--- src/rtl/spi_txn_arbiter_pkg.sv ---
// Shared definitions for the SPI transaction arbiter: FSM encoding, default
// timing constants and a counter-width helper.
package spi_arb_pkg;

    localparam int unsigned DEF_LEN_W    = 4;
    localparam int unsigned DEF_CS_SETUP = 2;
    localparam int unsigned DEF_CS_HOLD  = 2;
    localparam int unsigned DEF_TIMEOUT  = 64;

    typedef enum logic [2:0] {
        StIdle,
        StArb,
        StSetup,
        StStart,
        StWait,
        StHold
    } state_t;

    // Bits needed to count 0 .. n-1 (at least one bit).
    function automatic int unsigned cnt_width(input int unsigned n);
        return (n < 2) ? 1 : $clog2(n);
    endfunction

endpackage

--- src/rtl/spi_txn_arbiter_if.sv ---
// Requester and byte-engine signals of the SPI transaction arbiter.
// master: the arbiter itself; slave: requesters plus byte engine.
interface spi_txn_arbiter_if
    import spi_arb_pkg::*;
#(
    parameter int unsigned LEN_W = DEF_LEN_W
);
    logic [1:0]       req;
    logic [LEN_W-1:0] len0;
    logic [LEN_W-1:0] len1;
    logic [7:0]       tx_byte0;
    logic [7:0]       tx_byte1;
    logic [1:0]       gnt;
    logic             tx_pop;
    logic [7:0]       rx_byte;
    logic             rx_valid;
    logic             done;
    logic             err;
    logic [1:0]       cs_n;
    logic             spi_start;
    logic [7:0]       spi_tx;
    logic [7:0]       spi_rx;
    logic             spi_busy;

    modport master (
        input  req, len0, len1, tx_byte0, tx_byte1, spi_rx, spi_busy,
        output gnt, tx_pop, rx_byte, rx_valid, done, err, cs_n, spi_start, spi_tx
    );

    modport slave (
        output req, len0, len1, tx_byte0, tx_byte1, spi_rx, spi_busy,
        input  gnt, tx_pop, rx_byte, rx_valid, done, err, cs_n, spi_start, spi_tx
    );

endinterface

--- src/rtl/spi_txn_arbiter_rr_arbiter2.sv ---
// Two-way round-robin picker. ptr_q names the requester preferred on the
// next contended grant; it flips away from whoever was last granted.
module rr_arbiter2 (
    input  logic       clk,
    input  logic       rst,
    input  logic [1:0] req,
    input  logic       update,
    output logic [1:0] gnt
);

    logic ptr_q;

    // Pick: contention resolved by ptr_q, otherwise the lone requester.
    always_comb begin
        gnt = req;
        if (req == 2'b11) begin
            gnt = ptr_q ? 2'b10 : 2'b01;
        end
    end

    // Pointer moves only when a grant is actually taken.
    always_ff @(posedge clk) begin
        if (rst) begin
            ptr_q <= 1'b0;
        end else if (update && (|req)) begin
            ptr_q <= ~gnt[1];
        end
    end

endmodule

--- src/rtl/spi_txn_arbiter.sv ---
// Multi-byte SPI transaction controller sharing one mode-0 byte engine
// between two requesters. Optional macro SPI_TIMEOUT_EN adds a per-phase
// watchdog on the engine handshake that aborts with done+err.
module spi_txn_arbiter
    import spi_arb_pkg::*;
#(
    parameter int unsigned LEN_W    = DEF_LEN_W,
    parameter int unsigned CS_SETUP = DEF_CS_SETUP,
    parameter int unsigned CS_HOLD  = DEF_CS_HOLD,
    parameter int unsigned TIMEOUT  = DEF_TIMEOUT
) (
    input logic               clk,
    input logic               rst,
    spi_txn_arbiter_if.master bus
);

    localparam int unsigned PH_MAX = (CS_SETUP > CS_HOLD) ? CS_SETUP : CS_HOLD;
    localparam int unsigned PH_W   = cnt_width(PH_MAX);

    if (LEN_W < 1 || CS_SETUP < 1 || CS_HOLD < 1 || TIMEOUT < 1) begin : g_bad_param
        $error("spi_txn_arbiter: LEN_W, CS_SETUP, CS_HOLD and TIMEOUT must be >= 1");
    end

    state_t           state_q, state_d;
    logic [1:0]       gnt_q, gnt_d;
    logic             idx_q, idx_d;
    logic [LEN_W-1:0] rem_q, rem_d;
    logic [PH_W-1:0]  ph_q, ph_d;
    logic [1:0]       cs_n_q, cs_n_d;
    logic             start_q, start_d;
    logic [7:0]       tx_q, tx_d;
    logic             pop_q, pop_d;
    logic [7:0]       rx_q, rx_d;
    logic             rxv_q, rxv_d;
    logic             done_q, done_d;
    logic [1:0]       arb_gnt;
    logic [LEN_W-1:0] len_sel;
    logic [7:0]       tx_sel;

    rr_arbiter2 u_rr (
        .clk    (clk),
        .rst    (rst),
        .req    (bus.req),
        .update (state_q == StArb),
        .gnt    (arb_gnt)
    );

    assign len_sel = arb_gnt[1] ? bus.len1 : bus.len0;
    assign tx_sel  = idx_q ? bus.tx_byte1 : bus.tx_byte0;

`ifdef SPI_TIMEOUT_EN
    localparam int unsigned TO_W = cnt_width(TIMEOUT);

    logic [TO_W-1:0] tmo_q, tmo_d;
    logic            err_q, err_d;
`endif

    // Next-state and registered-output logic for the transaction FSM.
    always_comb begin
        state_d = state_q;
        gnt_d   = gnt_q;
        idx_d   = idx_q;
        rem_d   = rem_q;
        ph_d    = ph_q;
        cs_n_d  = cs_n_q;
        start_d = start_q;
        tx_d    = tx_q;
        pop_d   = 1'b0;
        rx_d    = rx_q;
        rxv_d   = 1'b0;
        done_d  = 1'b0;
`ifdef SPI_TIMEOUT_EN
        err_d   = 1'b0;
        tmo_d   = tmo_q;
`endif
        unique case (state_q)
            StIdle: begin
                // gnt survives only through the done cycle; done_q blocks an
                // immediate re-arbitration so there is always an idle gap.
                gnt_d = 2'b00;
                if ((|bus.req) && !done_q) begin
                    state_d = StArb;
                end
            end
            StArb: begin
                if (|arb_gnt) begin
                    gnt_d = arb_gnt;
                    idx_d = arb_gnt[1];
                    rem_d = len_sel;
                    if (len_sel == '0) begin
                        done_d  = 1'b1;
                        state_d = StIdle;
                    end else begin
                        cs_n_d  = arb_gnt[1] ? 2'b01 : 2'b10;
                        ph_d    = '0;
                        state_d = StSetup;
                    end
                end else begin
                    state_d = StIdle;
                end
            end
            StSetup: begin
                if (ph_q == PH_W'(CS_SETUP - 1)) begin
                    start_d = 1'b1;
                    tx_d    = tx_sel;
                    state_d = StStart;
                end else begin
                    ph_d = ph_q + 1'b1;
                end
            end
            StStart: begin
                if (bus.spi_busy) begin
                    start_d = 1'b0;
                    pop_d   = 1'b1;
                    state_d = StWait;
                end
            end
            StWait: begin
                if (!bus.spi_busy) begin
                    rx_d  = bus.spi_rx;
                    rxv_d = 1'b1;
                    rem_d = rem_q - 1'b1;
                    if (rem_q == LEN_W'(1)) begin
                        ph_d    = '0;
                        state_d = StHold;
                    end else begin
                        start_d = 1'b1;
                        tx_d    = tx_sel;
                        state_d = StStart;
                    end
                end
            end
            StHold: begin
                if (ph_q == PH_W'(CS_HOLD - 1)) begin
                    cs_n_d  = 2'b11;
                    done_d  = 1'b1;
                    state_d = StIdle;
                end else begin
                    ph_d = ph_q + 1'b1;
                end
            end
            default: state_d = StIdle;
        endcase
`ifdef SPI_TIMEOUT_EN
        // Watchdog only fires while stuck in an engine phase; any state change
        // reloads it.
        if ((state_q == StStart || state_q == StWait) && state_d == state_q) begin
            if (tmo_q == TO_W'(TIMEOUT - 1)) begin
                start_d = 1'b0;
                cs_n_d  = 2'b11;
                done_d  = 1'b1;
                err_d   = 1'b1;
                state_d = StIdle;
            end else begin
                tmo_d = tmo_q + 1'b1;
            end
        end
        if (state_d != state_q) begin
            tmo_d = '0;
        end
`endif
    end

    // State and output registers, synchronous reset.
    always_ff @(posedge clk) begin
        if (rst) begin
            state_q <= StIdle;
            gnt_q   <= 2'b00;
            idx_q   <= 1'b0;
            rem_q   <= '0;
            ph_q    <= '0;
            cs_n_q  <= 2'b11;
            start_q <= 1'b0;
            tx_q    <= 8'h00;
            pop_q   <= 1'b0;
            rx_q    <= 8'h00;
            rxv_q   <= 1'b0;
            done_q  <= 1'b0;
        end else begin
            state_q <= state_d;
            gnt_q   <= gnt_d;
            idx_q   <= idx_d;
            rem_q   <= rem_d;
            ph_q    <= ph_d;
            cs_n_q  <= cs_n_d;
            start_q <= start_d;
            tx_q    <= tx_d;
            pop_q   <= pop_d;
            rx_q    <= rx_d;
            rxv_q   <= rxv_d;
            done_q  <= done_d;
        end
    end

`ifdef SPI_TIMEOUT_EN
    // Watchdog counter and error pulse registers.
    always_ff @(posedge clk) begin
        if (rst) begin
            tmo_q <= '0;
            err_q <= 1'b0;
        end else begin
            tmo_q <= tmo_d;
            err_q <= err_d;
        end
    end

    assign bus.err = err_q;
`else
    assign bus.err = 1'b0;
`endif

    assign bus.gnt       = gnt_q;
    assign bus.cs_n      = cs_n_q;
    assign bus.spi_start = start_q;
    assign bus.spi_tx    = tx_q;
    assign bus.tx_pop    = pop_q;
    assign bus.rx_byte   = rx_q;
    assign bus.rx_valid  = rxv_q;
    assign bus.done      = done_q;

endmodule

--- src/flat_wrapper.sv ---
// flat-port wrapper written by rule: the top's interface ports become plain ports
module spi_txn_arbiter_flat import spi_arb_pkg::*;
#(
    parameter int unsigned LEN_W    = DEF_LEN_W,
    parameter int unsigned CS_SETUP = DEF_CS_SETUP,
    parameter int unsigned CS_HOLD  = DEF_CS_HOLD,
    parameter int unsigned TIMEOUT  = DEF_TIMEOUT
)
  (clk, rst, bus_req, bus_len0, bus_len1, bus_tx_byte0, bus_tx_byte1, bus_spi_rx, bus_spi_busy, bus_gnt, bus_tx_pop, bus_rx_byte, bus_rx_valid, bus_done, bus_err, bus_cs_n, bus_spi_start, bus_spi_tx);
  spi_txn_arbiter_if #(.LEN_W(LEN_W)) bus_i ();
  input logic clk;
  input logic rst;
  input wire logic [$bits(bus_i.req)-1:0] bus_req;
  input wire logic [$bits(bus_i.len0)-1:0] bus_len0;
  input wire logic [$bits(bus_i.len1)-1:0] bus_len1;
  input wire logic [$bits(bus_i.tx_byte0)-1:0] bus_tx_byte0;
  input wire logic [$bits(bus_i.tx_byte1)-1:0] bus_tx_byte1;
  input wire logic [$bits(bus_i.spi_rx)-1:0] bus_spi_rx;
  input wire logic [$bits(bus_i.spi_busy)-1:0] bus_spi_busy;
  output wire logic [$bits(bus_i.gnt)-1:0] bus_gnt;
  output wire logic [$bits(bus_i.tx_pop)-1:0] bus_tx_pop;
  output wire logic [$bits(bus_i.rx_byte)-1:0] bus_rx_byte;
  output wire logic [$bits(bus_i.rx_valid)-1:0] bus_rx_valid;
  output wire logic [$bits(bus_i.done)-1:0] bus_done;
  output wire logic [$bits(bus_i.err)-1:0] bus_err;
  output wire logic [$bits(bus_i.cs_n)-1:0] bus_cs_n;
  output wire logic [$bits(bus_i.spi_start)-1:0] bus_spi_start;
  output wire logic [$bits(bus_i.spi_tx)-1:0] bus_spi_tx;
  assign bus_i.req = bus_req;
  assign bus_i.len0 = bus_len0;
  assign bus_i.len1 = bus_len1;
  assign bus_i.tx_byte0 = bus_tx_byte0;
  assign bus_i.tx_byte1 = bus_tx_byte1;
  assign bus_i.spi_rx = bus_spi_rx;
  assign bus_i.spi_busy = bus_spi_busy;
  assign bus_gnt = bus_i.gnt;
  assign bus_tx_pop = bus_i.tx_pop;
  assign bus_rx_byte = bus_i.rx_byte;
  assign bus_rx_valid = bus_i.rx_valid;
  assign bus_done = bus_i.done;
  assign bus_err = bus_i.err;
  assign bus_cs_n = bus_i.cs_n;
  assign bus_spi_start = bus_i.spi_start;
  assign bus_spi_tx = bus_i.spi_tx;
  spi_txn_arbiter #(.LEN_W(LEN_W), .CS_SETUP(CS_SETUP), .CS_HOLD(CS_HOLD), .TIMEOUT(TIMEOUT)) u_core (.clk(clk), .rst(rst), .bus(bus_i));
endmodule
--- config.mk ---
export PLATFORM = sky130hd
export DESIGN_NAME = spi_txn_arbiter_flat
export DESIGN_NICKNAME = d
export VERILOG_FILES = /design/src/rtl/spi_txn_arbiter_pkg.sv /design/src/rtl/spi_txn_arbiter_if.sv /design/src/rtl/spi_txn_arbiter_rr_arbiter2.sv /design/src/rtl/spi_txn_arbiter.sv /design/src/flat_wrapper.sv
export SDC_FILE = /design/constraint.sdc
export NUM_CORES = 1
export LEC_CHECK = 0
export CAP_MARGIN = 20
export CORE_UTILIZATION = 45
export DETAILED_ROUTE_END_ITERATION = 6
export HOLD_SLACK_MARGIN = 0.02
export PLACE_DENSITY_LB_ADDON = 0.08
export SETUP_SLACK_MARGIN = 0.3
export SLEW_MARGIN = 10
export SYNTH_ARGS = -nofsm -noshare
export SYNTH_HDL_FRONTEND = slang
export SYNTH_SLANG_ARGS = --single-unit
--- constraint.sdc ---
create_clock -name clk -period 2.05 [get_ports clk]
set_input_delay 0.41 -clock clk [delete_from_list [all_inputs] [get_ports clk]]
set_output_delay 0.41 -clock clk [all_outputs]
set_load 0.1 [all_outputs]
==> flow_metrics.py, run 1 <==
metrics = {
    "timing": {
        "hold_viol": 0,
        "min_period_ns": 1.779,
        "fin_skew_ns": 0.006758,
        "max_freq_mhz": 562.0,
        "period_share": 0.8680,
        "finalSetupViolCount": 0,
        "slew_viol_final": 0,
        "rsz0062_at_grt": "yes",
    },
    "logic_synthesis": {
        "synthCells": 201,
        "synth_nets": 240,
        "yosysTopAreaCellShare": 0.3804,
        "yosysWarnings": 0,
        "synth_seq_area_share": 0.3804,
        "yosys-top-cells-area": "dfxtp_1 (38%), mux2i_1 (6.2%), nand2_1 (5.9%), a211oi_2 (5.6%), a21oi_1 (4.8%)",
        "synth.distinct_cells": 52,
        "ys_async_sr_fraction": 0,
        "synth_area_um2": 1789,
        "ys_ff_latch": 34,
        "synth_edf_count": 0,
        "ys.flop_type": "dfxtp_1",
        "synth_top_cell_by_area": "dfxtp_1",
        "synth.most_common_cell": "dfxtp_1",
        "synth_area_per_cell_um2": 8.902,
        "yosys-top-cells-count": "dfxtp_1 (34), nand2_1 (28), a21oi_1 (17), nor2_1 (15), mux2i_1 (11)",
    },
    "power": {
        "p_clk_frac": 0.221,
        "p_switching_mw": 1.122,
        "p_comb_frac": 0.445,
        "vdd_drop_max_mv": 0.7407,
        "power.leakage_nw": 1.089,
        "seqPwrFrac": 0.334,
        "powerDensity_nw_per_um2": 1014,
        "power_mw": 2.751,
        "internal-power_mw": 1.629,
        "switching_share": 0.4077,
    },
    "clock_network": {
        "htreeDepth": 2,
        "clock_sinks": 34,
        "cts_root_buf": "clkbuf_8",
        "postCtsHoldBufs": 0,
        "cts_tree": "built",
        "clock_path_buffers": 2,
        "insertion_delay_ns": 0.28,
        "cts_buffers": 5,
        "path_clk_slew_ns": 0.07,
    },
    "final_layout": {
        "area.growth.synth_to_final_pct": 51.68,
        "n_antenna_cell": 0,
        "nets": 314,
        "drive_above_1_share": 0.3659,
        "multi_input_area_um2": 1120,
        "ff_latch_area_um2": 689.4,
        "stdcell_area_um2": 2714,
        "fillers": 300,
        "final_util": 0.7249,
    },
    "setup_path": {
        "worstSetupPathType": "reg -> reg",
        "critPathArrivalTime_ns": 1.99,
        "cpPeakStageDelay_ns": 0.38,
        "worstSetupStartpointType": "register",
        "required_ns": 2.26,
        "crit_chain": "inv_2 -> ha_4 -> or3b_4 -> nand2b_4 -> and3b_2 -> clkbuf_16 -> a211oi_2",
        "cp-end-kind": "register",
        "crit_path_max_fanout": 8,
        "slowest_stage": "or3b_4",
    },
    "min_path": {
        "hold_class": "reg -> reg",
    },
    "drt": {
        "drt_first_pass_iters": 4,
        "vias_per_cell": 5.423,
        "wirelength_mm": 4.711,
        "drc_errors": 0,
        "wire_per_inst_um": 14.54,
        "vias": 1757,
        "postRouteAntennaNets": 0,
        "drtIter0Drc": 78,
    },
    "global_route": {
        "grt_antenna_before_repair": 0,
        "grt_pass1_vias": 1519,
        "grt_overflow": 0,
        "grt_max_degree": 22,
        "grt_pass1_wl_mm": 7.024,
        "grt_usage": 0.2172,
    },
    "placement": {
        "gp_congestion": 0.8065,
        "dp_hpwl_mm": 3.116,
        "portBuffers": 60,
        "placed_area_um2": 2422,
    },
    "floorplanning": {
        "io_pins": 62,
        "fp.dieH_um": 65.06,
        "die-area_um2": 4232,
        "initial_utilization": 0.4779,
        "core_area_um2": 3744,
        "row_count": 22,
        "die_w_um": 65.06,
    },
    "status": {
        "status": "complete, no violations",
    },
    "flow_run": {
        "max-cap-violations": 0,
    },
}
[state kept, by name, indices dropped and copies added (netlist names), 2 cells and up]
| signal | count |
|---|---|
| u_core.state_q | 3 |
| u_core.bus.spi_tx | 8 |
| u_core.bus.cs_n | 2 |
| u_core.bus.rx_byte | 8 |
| u_core.rem_q | 4 |
| u_core.bus.gnt | 2 |
[power groups by stage]
stage / Combinational, mW / Sequential [mW] / Clock [mW]
floorplan: 0.640 / 1.13 / 0
global placement: 1.10 / 0.912 / 0
detailed placement: 1.11 / 0.912 / 0
CTS: 1.12 / 0.897 / 0.617
global route: 1.31 / 0.934 / 0.653
finish: 1.23 / 0.918 / 0.607
[stage by stage]
step                      hold WS (ns)  std cells  setup WS, ns  setup TNS [ns]
after floorplan                 0.4719        201        0.2933               0
after global placement          0.4438        311       -0.1179         -0.3008
after detailed placement        0.4498        311       -0.1445         -0.3913
after CTS                       0.4601        319        0.2829               0
after global routing            0.4734        324        0.2275               0
final                           0.4546        324        0.2707               0
[layer usage]
layer,GRT usage,routed length [um],part of all wire,up-vias
met1,0.2848,2078,0.44,828
met2,0.3385,2226,0.47,59
li1,-,-,-,863
met3,0.07746,360,0.076,7
met5,0,0,0,-
met4,0.05163,44,0.0093,0
[cells in the final DEF, fill, tap and decap left out, drive strengths merged, types with 3 or more instances in the layout]
cell	synthesis	routed
nor3b	4	4
dlygate4sd2	0	4
nor2	15	15
a211o	3	3
nand2b	3	3
inv	4	4
clkbuf	4	6
a31oi	3	3
buf	9	43
dfxtp	34	34
nand2	31	31
nor3	5	5
nor2b	4	4
mux2i	11	11
o21ai	10	10
clkdlybuf4s50	0	30
a211oi	9	9
mux2	3	3
a21oi	17	17
nand3	3	3
[kinds of logic (layout without fill, tap and decap cells)]
kind of cell             after synthesis  count (layout)  share of synthesized area
multiplexers                          14              14                    0.08252
flip-flops                            34              34                     0.3804
AO/OA/AOI/OAI                         56              56                     0.2252
AND/OR/NAND/NOR                       77              77                     0.2357
adder cells (fa/ha/maj)                2               2                    0.01398
buffers and inverters                 17              92                    0.06013
other                                  1               1                   0.002096
[critical path: cells and delay by family (launching register included)]
kind | cells | cell delay (ns)
flops | 1 | 0.33
fa+ha+maj | 1 | 0.12
buf+inv | 2 | 0.26
simple gates | 3 | 0.80
compound gates | 1 | 0.19
[path summary, 6_finish.rpt]
kind	start	end	slack, ns	cells past startpoint
max	u_core.rem_q[1]	u_core.bus.spi_tx[5]	0.27	7
min	u_core.bus.rx_byte[5]	u_core.bus.rx_byte[5]	0.45	2
max reg2reg	u_core.rem_q[1]	u_core.bus.spi_tx[5]	0.27	7
min reg2reg	u_core.bus.rx_byte[5]	u_core.bus.rx_byte[5]	0.45	2
[repair_timing]
item,CTS,global route
buffers inserted,0,4
endpoints found under the setup margin,15,14
gates resized for setup,9,34
pin swaps,3,2
gates cloned,0,1
[layout make-up]
class | instances | area share
Tap cell | 48 | 0.02213
Multi-Input combinational cell | 150 | 0.4126
Timing Repair Buffer | 80 | 0.2656
Clock buffer | 5 | 0.02536
Sequential cell | 34 | 0.2540
Clock inverter | 3 | 0.01475
Inverter | 4 | 0.005533
Note: power is estimated with default switching activity, not from simulation.
==> run 2, diff against run 1 <==
--- a/config.mk
+++ b/config.mk
@@ -8,6 +8,7 @@
 export CAP_MARGIN = 20
 export CORE_UTILIZATION = 45
 export DETAILED_ROUTE_END_ITERATION = 6
+export GPL_TIMING_DRIVEN = 0
 export HOLD_SLACK_MARGIN = 0.02
 export PLACE_DENSITY_LB_ADDON = 0.08
 export SETUP_SLACK_MARGIN = 0.3
==> run 2 against run 1 <==
Effect of this change:
- via count shrank 1.1%
- sequential power shrank 8.3%
- highest routed layer unchanged
- non-clock buffer count grew 4
- first-iteration DRC count shrank 23%
- critical path depth grew 1
- clock skew shrank 0.0012 ns
- combinational power grew 9%
==> flow_metrics.py, run 2 (synthesis results as in run 1) <==
metrics = {
    "status": {
        "status": "complete, no violations",
    },
    "final_layout": {
        "area.growth.synth_to_final_pct": 57.13,
        "multi_input_area_um2": 1106,
        "fillers": 293,
        "ff_latch_area_um2": 683.2,
        "n_antenna_cell": 0,
        "drive_above_1_share": 0.3286,
        "final_common_cell": "dfxtp_1",
        "stdcell_area_um2": 2811,
        "nets": 318,
        "layout_common_cells": "dfxtp_1 (32), nand2_1 (28), clkdlybuf4s50_1 (28), clkdlybuf4s15_2 (24), a21oi_1 (16)",
    },
    "timing": {
        "min_period_ns": 1.769,
        "hold_viol": 0,
        "rsz0062_at_grt": "yes",
        "period_share": 0.8630,
        "slew_viol_final": 0,
        "fin_skew_ns": 0.005582,
        "finalSetupViolCount": 0,
        "max_slew_margin": 0.5488,
        "setup_ws_ns": 0.2808,
        "tightestPinTransition_ns": 0.6768,
        "max_freq_mhz": 565.2,
    },
    "drt": {
        "drt_first_pass_iters": 4,
        "drc_errors": 0,
        "wirelength_mm": 4.672,
        "wire_per_inst_um": 14.24,
        "postRouteAntennaNets": 0,
        "vias": 1738,
        "vias_per_cell": 5.299,
        "drtIter0Drc": 60,
    },
    "setup_path": {
        "worstSetupStartpointType": "register",
        "worstSetupPathType": "reg -> reg",
        "crit_path_max_fanout": 5,
        "cp-end-kind": "register",
        "critPathArrivalTime_ns": 1.97,
        "required_ns": 2.25,
    },
    "power": {
        "power.leakage_nw": 1.053,
        "vdd_drop_max_mv": 0.7622,
        "power_mw": 2.785,
        "powerDensity_nw_per_um2": 990.5,
    },
    "clock_network": {
        "clock_sinks": 34,
        "cts_tree": "built",
        "path_clk_slew_ns": 0.07,
        "cts_buffers": 5,
        "cts_root_buf": "clkbuf_8",
        "htreeDepth": 2,
        "insertion_delay_ns": 0.29,
        "postCtsHoldBufs": 0,
        "clock_path_buffers": 2,
    },
    "global_route": {
        "grt_overflow": 0,
        "grt_usage": 0.2291,
        "grt_pass1_vias": 1689,
        "grt_max_degree": 11,
        "grt_antenna_before_repair": 0,
        "grt_pass1_wl_mm": 7.424,
    },
    "floorplanning": {
        "row_count": 22,
        "io_pins": 62,
        "fp.dieH_um": 65.06,
        "die_w_um": 65.06,
        "initial_utilization": 0.4779,
        "core_area_um2": 3744,
        "die-area_um2": 4232,
    },
    "flow_run": {
        "max-cap-violations": 0,
    },
    "placement": {
        "gp_congestion": 0.8217,
        "dp_hpwl_mm": 3.180,
        "placed_area_um2": 2440,
        "portBuffers": 59,
        "dp_worst_setup_slack_ns": -0.3472,
    },
    "min_path": {
        "hold_class": "reg -> reg",
    },
}
==> run 2: power breakdown <==
group          switching (mW)  internal, mW  leakage (nW)  total (mW)
logic                   0.793         0.542         0.724        1.34
registers              0.0814         0.761         0.277       0.842
clock network           0.244         0.364        0.0524       0.607
==> run 2: worst max-delay path: stages, from the launching register on <==
cell	delay, ns
dfxtp_2	0.33
inv_2	0.07
ha_4	0.11
or3b_4	0.37
nand2b_4	0.15
and3b_1	0.18
buf_6	0.14
buf_12	0.13
a211oi_2	0.20
==> run 2: per-layer routing <==
layer  global-route usage  share of wire  vias to the layer above
met5                    0              0                        -
met4               0.1005          0.017                        0
met3              0.05986          0.069                        9
met2               0.3763           0.47                       56
met1               0.2797           0.45                      803
li1                     -              -                      870
==> run 2: repair_timing <==
item,in CTS,in global routing
resized for setup,96,20
pin swaps,6,7
cloned,1,0
buffers inserted,9,2
setup endpoints to repair,41,11
==> run 2: final timing paths <==
check | from | to | slack (ns) | depth (start not counted)
max | u_core.rem_q[1] | u_core.bus.spi_tx[7] | 0.28 | 8
min | u_core.bus.rx_byte[5] | u_core.bus.rx_byte[5] | 0.46 | 2
max reg2reg | u_core.rem_q[1] | u_core.bus.spi_tx[7] | 0.28 | 8
min reg2reg | u_core.bus.rx_byte[5] | u_core.bus.rx_byte[5] | 0.46 | 2
==> run 2: layout make-up <==
class                           count  area share
Buffer                             13     0.03694
Tap cell                           48     0.02136
Inverter                            4    0.005340
Clock inverter                      1     0.01068
Clock buffer                        7     0.02715
Sequential cell                    34      0.2430
Timing Repair Buffer               71      0.2621
Multi-Input combinational cell    150      0.3934
==> run 2: through the flow <==
step | hold slack (ns) | cells | setup TNS, ns | util
finish | 0.4557 | 328 | 0 | 0.7510
global route | 0.4775 | 328 | 0 | 0.7510
CTS | 0.4583 | 326 | 0 | 0.7266
detailed placement | 0.4489 | 308 | -1.786 | 0.6517
global placement | 0.4426 | 308 | -1.765 | 0.6517
floorplan | 0.4719 | 201 | 0 | -
